<file path="config.mk">
export PLATFORM = sky130hd
export DESIGN_NAME = color_classifier_mc
export DESIGN_NICKNAME = d
export VERILOG_FILES = /design/src/rtl/color_classifier_mc.sv
export SDC_FILE = /design/constraint.sdc
export NUM_CORES = 1
export LEC_CHECK = 0
export CORE_MARGIN = 3
export CORE_UTILIZATION = 65
export DETAILED_ROUTE_END_ITERATION = 7
export DONT_BUFFER_PORTS = 1
export GPL_TIMING_DRIVEN = 0
export HOLD_SLACK_MARGIN = 0.06
export PLACE_DENSITY_LB_ADDON = 0.2
export SETUP_SLACK_MARGIN = 0.5
export SLEW_MARGIN = 20
export SYNTH_ARGS = -nofsm -noshare
export SYNTH_HDL_FRONTEND = slang
export SYNTH_SLANG_ARGS = --single-unit
</file>
<file path="constraint.sdc">
create_clock -name clkus -period 6.45 [get_ports clkus]
set_input_delay 0.3225 -clock clkus [delete_from_list [all_inputs] [get_ports clkus]]
set_output_delay 0.3225 -clock clkus [all_outputs]
set_load 0.005 [all_outputs]
</file>
<file path="src/rtl/color_classifier_mc.sv">
// Multi-channel colour-sensor classifier: steps the shared S2/S3 filter select,
// counts synchronised wave edges per filter, then classifies and debounces each channel.
module color_classifier_mc #(
    parameter int NCH     = 2,
    parameter int PERIOD  = 2000,
    parameter int SETTLE  = 100,
    parameter int CW      = 10,
    parameter int MIN_CNT = 16,
    parameter int CONFIRM = 2,
    localparam int RDW    = (NCH > 1) ? $clog2(NCH) : 1
) (
    input  logic              clkus,
    input  logic              rst_n,
    input  logic              en,
    input  logic [NCH-1:0]    wave,
    output logic [1:0]        sel,
    output logic [2*NCH-1:0]  color,
    output logic              color_valid,
    input  logic [RDW-1:0]    rd_ch,
    output logic [CW-1:0]     rd_r,
    output logic [CW-1:0]     rd_g,
    output logic [CW-1:0]     rd_b
);

    localparam int PW  = (PERIOD > 1) ? $clog2(PERIOD) : 1;
    localparam int NRD = 1 << RDW;
    localparam logic [PW-1:0] PH_LAST   = PW'(PERIOD - 1);
    localparam logic [PW-1:0] PH_SETTLE = PW'(SETTLE);
    localparam logic [31:0]   MIN_U     = 32'(MIN_CNT);
    localparam logic [3:0]    CONF_MAX  = 4'(CONFIRM);
    localparam logic [1:0]    SEL_R     = 2'b00;
    localparam logic [1:0]    SEL_G     = 2'b11;
    localparam logic [1:0]    SEL_B     = 2'b01;

    typedef enum logic [1:0] {PH_R = 2'd0, PH_G = 2'd1, PH_B = 2'd2, CALC = 2'd3} state_t;

    // Dominance test: X minus a quarter of itself must beat both other counts.
    function automatic logic [1:0] classify(input logic [CW-1:0] cr,
                                            input logic [CW-1:0] cg,
                                            input logic [CW-1:0] cb);
        logic [CW-1:0] dr;
        logic [CW-1:0] dg;
        logic [CW-1:0] db;
        dr = cr - (cr >> 2);
        dg = cg - (cg >> 2);
        db = cb - (cb >> 2);
        if (32'(cr) >= MIN_U && dr > cg && dr > cb)
            classify = 2'd1;
        else if (32'(cg) >= MIN_U && dg > cr && dg > cb)
            classify = 2'd2;
        else if (32'(cb) >= MIN_U && db > cr && db > cg)
            classify = 2'd3;
        else
            classify = 2'd0;
    endfunction

    state_t          r_state;
    state_t          w_state_next;
    logic [PW-1:0]   r_phase;
    logic [PW-1:0]   w_phase_next;
    logic [1:0]      r_sel;
    logic [1:0]      w_sel_next;
    logic            w_calc;
    logic            w_clear;
    logic            w_in_window;
    logic            r_valid;

    logic [NCH-1:0]  r_sync1;
    logic [NCH-1:0]  r_sync2;
    logic [NCH-1:0]  r_sync_d;
    logic [NCH-1:0]  w_edge;

    logic [CW-1:0]   w_lat_r [NCH];
    logic [CW-1:0]   w_lat_g [NCH];
    logic [CW-1:0]   w_lat_b [NCH];
    logic [CW-1:0]   w_ext_r [NRD];
    logic [CW-1:0]   w_ext_g [NRD];
    logic [CW-1:0]   w_ext_b [NRD];
    logic [CW-1:0]   r_rd_r;
    logic [CW-1:0]   r_rd_g;
    logic [CW-1:0]   r_rd_b;

    always_ff @(posedge clkus or negedge rst_n) begin
        if (!rst_n) begin
            r_state <= PH_R;
            r_phase <= '0;
            r_sel   <= SEL_R;
        end else begin
            r_state <= w_state_next;
            r_phase <= w_phase_next;
            r_sel   <= w_sel_next;
        end
    end

    always_comb begin
        w_state_next = r_state;
        w_phase_next = r_phase;
        w_sel_next   = r_sel;
        w_calc       = 1'b0;
        w_clear      = 1'b0;
        if (!en) begin
            w_state_next = PH_R;
            w_phase_next = '0;
            w_sel_next   = SEL_R;
            w_clear      = 1'b1;
        end else begin
            unique case (r_state)
                PH_R: begin
                    if (r_phase == PH_LAST) begin
                        w_state_next = PH_G;
                        w_phase_next = '0;
                        w_sel_next   = SEL_G;
                    end else begin
                        w_phase_next = r_phase + 1'b1;
                    end
                end
                PH_G: begin
                    if (r_phase == PH_LAST) begin
                        w_state_next = PH_B;
                        w_phase_next = '0;
                        w_sel_next   = SEL_B;
                    end else begin
                        w_phase_next = r_phase + 1'b1;
                    end
                end
                PH_B: begin
                    if (r_phase == PH_LAST) begin
                        w_state_next = CALC;
                        w_phase_next = '0;
                    end else begin
                        w_phase_next = r_phase + 1'b1;
                    end
                end
                CALC: begin
                    w_calc       = 1'b1;
                    w_clear      = 1'b1;
                    w_state_next = PH_R;
                    w_sel_next   = SEL_R;
                end
                default: w_state_next = PH_R;
            endcase
        end
    end

    assign w_in_window = (r_phase >= PH_SETTLE);

    // Two-flop synchroniser plus one history flop for rising-edge detection.
    always_ff @(posedge clkus or negedge rst_n) begin
        if (!rst_n) begin
            r_sync1  <= '0;
            r_sync2  <= '0;
            r_sync_d <= '0;
        end else begin
            r_sync1  <= wave;
            r_sync2  <= r_sync1;
            r_sync_d <= r_sync2;
        end
    end

    assign w_edge = r_sync2 & ~r_sync_d;

    genvar gi;
    for (gi = 0; gi < NCH; gi++) begin : g_ch
        logic [CW-1:0] r_cnt_r;
        logic [CW-1:0] r_cnt_g;
        logic [CW-1:0] r_cnt_b;
        logic [CW-1:0] r_lat_r;
        logic [CW-1:0] r_lat_g;
        logic [CW-1:0] r_lat_b;
        logic [1:0]    r_cand;
        logic [1:0]    r_color;
        logic [3:0]    r_conf;
        logic [1:0]    w_raw;
        logic [1:0]    w_cand_next;
        logic [3:0]    w_conf_next;
        logic          w_hit;

        assign w_hit = w_edge[gi] & w_in_window;

        always_ff @(posedge clkus or negedge rst_n) begin
            if (!rst_n) begin
                r_cnt_r <= '0;
                r_cnt_g <= '0;
                r_cnt_b <= '0;
            end else if (w_clear) begin
                r_cnt_r <= '0;
                r_cnt_g <= '0;
                r_cnt_b <= '0;
            end else if (w_hit) begin
                unique case (r_state)
                    PH_R: if (r_cnt_r != '1) r_cnt_r <= r_cnt_r + 1'b1;
                    PH_G: if (r_cnt_g != '1) r_cnt_g <= r_cnt_g + 1'b1;
                    PH_B: if (r_cnt_b != '1) r_cnt_b <= r_cnt_b + 1'b1;
                    default: ;
                endcase
            end
        end

        assign w_raw = classify(r_cnt_r, r_cnt_g, r_cnt_b);

        always_comb begin
            w_cand_next = w_raw;
            w_conf_next = 4'd1;
            if (w_raw == r_cand) begin
                w_cand_next = r_cand;
                w_conf_next = (r_conf >= CONF_MAX) ? CONF_MAX : r_conf + 4'd1;
            end
        end

        // Reported colour only moves once the candidate has been seen CONFIRM times.
        always_ff @(posedge clkus or negedge rst_n) begin
            if (!rst_n) begin
                r_lat_r <= '0;
                r_lat_g <= '0;
                r_lat_b <= '0;
                r_cand  <= 2'd0;
                r_conf  <= 4'd0;
                r_color <= 2'd0;
            end else if (w_calc) begin
                r_lat_r <= r_cnt_r;
                r_lat_g <= r_cnt_g;
                r_lat_b <= r_cnt_b;
                r_cand  <= w_cand_next;
                r_conf  <= w_conf_next;
                if (w_conf_next == CONF_MAX)
                    r_color <= w_cand_next;
            end
        end

        assign color[2*gi +: 2] = r_color;
        assign w_lat_r[gi] = r_lat_r;
        assign w_lat_g[gi] = r_lat_g;
        assign w_lat_b[gi] = r_lat_b;
    end

    // Pad the readback table to the full rd_ch range; unused slots read zero.
    for (gi = 0; gi < NRD; gi++) begin : g_rd
        if (gi < NCH) begin : g_used
            assign w_ext_r[gi] = w_lat_r[gi];
            assign w_ext_g[gi] = w_lat_g[gi];
            assign w_ext_b[gi] = w_lat_b[gi];
        end else begin : g_zero
            assign w_ext_r[gi] = '0;
            assign w_ext_g[gi] = '0;
            assign w_ext_b[gi] = '0;
        end
    end

    always_ff @(posedge clkus or negedge rst_n) begin
        if (!rst_n) begin
            r_rd_r  <= '0;
            r_rd_g  <= '0;
            r_rd_b  <= '0;
            r_valid <= 1'b0;
        end else begin
            r_rd_r  <= w_ext_r[rd_ch];
            r_rd_g  <= w_ext_g[rd_ch];
            r_rd_b  <= w_ext_b[rd_ch];
            r_valid <= w_calc;
        end
    end

    assign sel         = r_sel;
    assign color_valid = r_valid;
    assign rd_r        = r_rd_r;
    assign rd_g        = r_rd_g;
    assign rd_b        = r_rd_b;

endmodule

</file>
==> metrics.md <==
| Metric | Value |
|---|---|
| Clock-pin transition on the worst setup and hold timing paths | `0.08 ns` |
| Post-synth top area cell | `dfrtp_1` |
| Top cell type's share of synthesized area | `0.365` |
| Crit path DAT | `5.83 ns` |
| Worst Skew | `0.0143 ns` |
| Standard-cell row count | `50` |
| Worst reg2reg path depth | `19` |
| I/O pin total | `43` |
| CTS sink cnt | `188` |
| Count leader, synth | `ha_1` |
| Top_reg_cell synth | `dfrtp_1` |
| Layout cells sized above 1 | `0.0585` |
| WS Path Type | `register to register` |
| Post-Synth Adder-Cell Area | `0.196` |
| Peak VDD IR | `0.000235 V` |
| Pwr/cell area | `322 mW/mm^2` |
| Clock buffer count from CTS | `17` |
| Most instantiated cells after synthesis | `ha_1, dfrtp_1, nand2_1` |
| Synth Area in Simple Gates | `0.168` |
| GPL Wtd Cong | `0.947` |
| Floorplan core area | `0.0191 mm^2` |
| Yosys warnings | `0` |
| Met3 wire length | `2600 um` |
| CTS tree | `yes` |
| Number of synthesized flops with an enable pin | `0` |
| Largest family of logic cells by synthesized area | `adder cells` |
| DR pass1 iterations | `5` |
| Synth Net Count | `1604` |
| Flops & latches, synth | `188` |
| Worst-Margin Slew | `1.02 ns` |
| Total Wirelength | `33300 um` |
| Internal power | `2.68 mW` |
| Met2 WL | `15000 um` |
| RR Startpoint | `g_ch[1].r_cnt_b[3]` |
| Iter 0 DRT Violations | `924` |
| Post-Synth XOR/XNOR Area | `0.0415` |
| NetSw | `1.78 mW` |
| CTS H-tree depth | `4` |
| Resize count post-CTS | `0` |
| Worst Path Max Fanout | `8` |
| Worst setup SP type | `register` |
| Largest cells by area after synthesis | `dfrtp_1, ha_1, o21ai_0, nand2_1, xnor2_1` |
| DRC viols | `0` |
| Drt via density | `6.20` |
| Post-synthesis mux area share | `0.0366` |
| Root Buffer | `clkbuf_16` |
| Slew headroom | `0.318` |
| Hold depth | `3` |
| Sw Share | `0.399` |
| Max Clock Freq | `0.182 GHz` |
| First-pass GRT wire length | `53200 um` |
| Compound-Gate Fraction of Synth Area | `0.151` |
| Initial antenna violation count | `1` |
| Mean post-synth cell area | `9.20 um^2` |
| Post-Syn Area | `0.0129 mm^2` |
| RSZ-0062 raised after global routing | `no` |
| Area Growth Syn to Fin | `7.65%` |
| All-Layer GR Usage | `0.313` |
| FFs w/ async S/R, synth | `1.00` |
| Largest net degree at the start of global routing | `189` |
| Setup violators final | `0` |
| Die Ht | `147 um` |
| Required @ worst endpoint | `6.77 ns` |
| Fin crit share | `0.854` |
| MaxCap Viol Count | `0` |
| Post-DP HPWL | `24500 um` |
| Crit path capture type | `register` |
| Setup TNS | `0 ns` |
| Slew Viols, Final | `0` |
| Hold_sp | `en` |
| Vias in the first global route | `10200` |
| GRT overflow | `0` |
| Fillers | `1437` |
| Hold Vio Cnt, Final | `0` |
| Routed length on met1 | `14800 um` |
| Pre-CTS setup slack | `1.11 ns` |
| Die area | `0.0215 mm^2` |
| Hold Crit Class | `input port to register` |
| Combinational Power Share | `0.443` |
| Layout Nets | `1627` |
| Initial Utilization | `0.675` |
| Worst skew pair latency | `0.45 ns` |
| DR vias | `10500` |
| Wire per inst | `19.6 um` |
| Clock Tree Buf Depth | `2` |
| R2R setup slack | `0.94 ns` |
| Synthesized instance count | `1400` |
| Chip width | `147 um` |
| Capture point of the worst reg-to-reg path | `g_ch[1].r_color[1]` |
| Seq pwr share | `0.318` |
| Final WS setup | `0.945 ns` |
| Leakage power | `6.33 nW` |
| Post-DRT Antenna Nets | `0` |
| Top layer in use | `met4` |
| Netlist cell types | `60` |
| Clk pwr share | `0.240` |
| Min-Delay Endpoint | `r_phase[2]` |
| Status | `finished clean` |
| PortBufs | `0` |
| Crit path time final | `5.51 ns` |
| Register area share after synthesis | `0.365` |
## power groups by stage
stage	Sequential (mW)	Clock [mW]	Combinational (mW)
detailed placement	1.44	0	1.90
CTS	1.42	1.07	1.95
floorplan	1.40	0	1.48
global placement	1.44	0	1.83
global route	1.44	1.13	2.26
finish	1.42	1.07	1.98
## worst max-delay path, cell delays in order, from the launching register on
cell	delay (ns)
dfrtp_1	0.45
inv_1	0.34
ha_1	0.31
nor2b_1	0.13
o21ai_0	0.23
a21boi_0	0.17
o21ai_0	0.23
a21boi_0	0.16
o21ai_0	0.20
or4b_2	0.60
o211ai_1	0.16
ha_1	0.31
and4_1	0.25
nand4_1	0.10
o31ai_1	0.08
a211oi_1	0.52
nand2_1	0.16
o41a_1	0.43
a21oi_2	0.20
mux2_1	0.34
## per-stage QoR
| stage | area [um^2] | utilization | cells | power [mW] | hold WS (ns) |
|---|---|---|---|---|---|
| after floorplan | 12900 | - | 1400 | 2.88 | 0.0269 |
| after global placement | 13200 | 0.692 | 1660 | 3.27 | 0.0333 |
| after detailed placement | 13200 | 0.692 | 1660 | 3.33 | 0.0331 |
| after CTS | 13900 | 0.726 | 1696 | 4.43 | 0.297 |
| after global routing | 13900 | 0.726 | 1696 | 4.82 | 0.326 |
| final | 13900 | 0.726 | 1697 | 4.47 | 0.295 |
## layout make-up
type,count,area [um^2],share of cell area
Clock buffer,18,429,0.0310
Buffer,29,118,0.00849
Clock inverter,14,170,0.0123
Multi-Input combinational cell,1073,7640,0.551
Inverter,110,413,0.0298
Timing Repair Buffer,4,57.6,0.00415
Antenna cell,1,2.50,0.000181
Tap cell,260,325,0.0235
Sequential cell,188,4700,0.339
## worst max path at each step
| stage | slack, ns | start | end |
|---|---|---|---|
| after floorplan | 1.92 | g_ch[0].r_cnt_r[3] | g_ch[0].r_color[1] |
| after global placement | 1.20 | g_ch[0].r_cnt_r[3] | g_ch[0].r_color[1] |
| after detailed placement | 1.11 | g_ch[0].r_cnt_r[3] | g_ch[0].r_color[1] |
| after CTS | 1.10 | g_ch[0].r_cnt_r[3] | g_ch[0].r_color[1] |
| after global routing | 0.53 | g_ch[1].r_cnt_r[3] | g_ch[1].r_color[1] |
| final | 0.94 | g_ch[1].r_cnt_b[3] | g_ch[1].r_color[1] |
## state kept, by name (all words and copies together), names as in the netlist, 4 cells and up
name,flops
rd_g,10
rd_r,10
g_ch.r_conf,8
g_ch.r_lat_r,20
g_ch.r_cnt_r,20
g_ch.r_cnt_b,20
g_ch.r_lat_g,20
g_ch.r_cnt_g,20
g_ch.r_cand,4
rd_b,10
r_phase,11
g_ch.r_lat_b,20
g_ch.r_color,4
## per-layer routing
layer	vias up	track usage
met5	-	0
met4	0	0.118
met3	67	0.0660
met2	387	0.478
met1	5059	0.442
li1	5011	-
## logic make-up (layout without fill, tap and decap cells)
logic type	Yosys count	in the layout
and+or+nand+nor	449	449
AOI/OAI and AO/OA	322	322
DFF	188	188
xor gates and xnor gates	61	61
adders and majority gates	198	198
muxes	43	43
buffers and inverters	139	175
other	0	1
## timing repair
item	in CTS	in global routing
buffers inserted	0	0
hold buffers	4	0
hold endpoints to repair	190	0
setup endpoints to repair	0	0
## placed cells by master, fill, tap and decap left out, types with 15 or more instances in the layout
master / netlist / layout
a21boi_0: 20 / 20
a21o_1: 17 / 17
a21oi_1: 68 / 68
clkbuf_1: 25 / 26
clkbuf_16: 0 / 17
dfrtp_1: 188 / 188
ha_1: 192 / 192
inv_1: 110 / 110
mux2_2: 32 / 32
nand2_1: 157 / 157
nand2b_1: 16 / 16
nand3_1: 31 / 31
nand4_1: 32 / 32
nor2_1: 91 / 91
nor2b_1: 28 / 28
nor3_1: 31 / 31
o21ai_0: 139 / 139
or3_1: 15 / 15
xnor2_1: 58 / 58
Power figures use the tool's default switching activity.
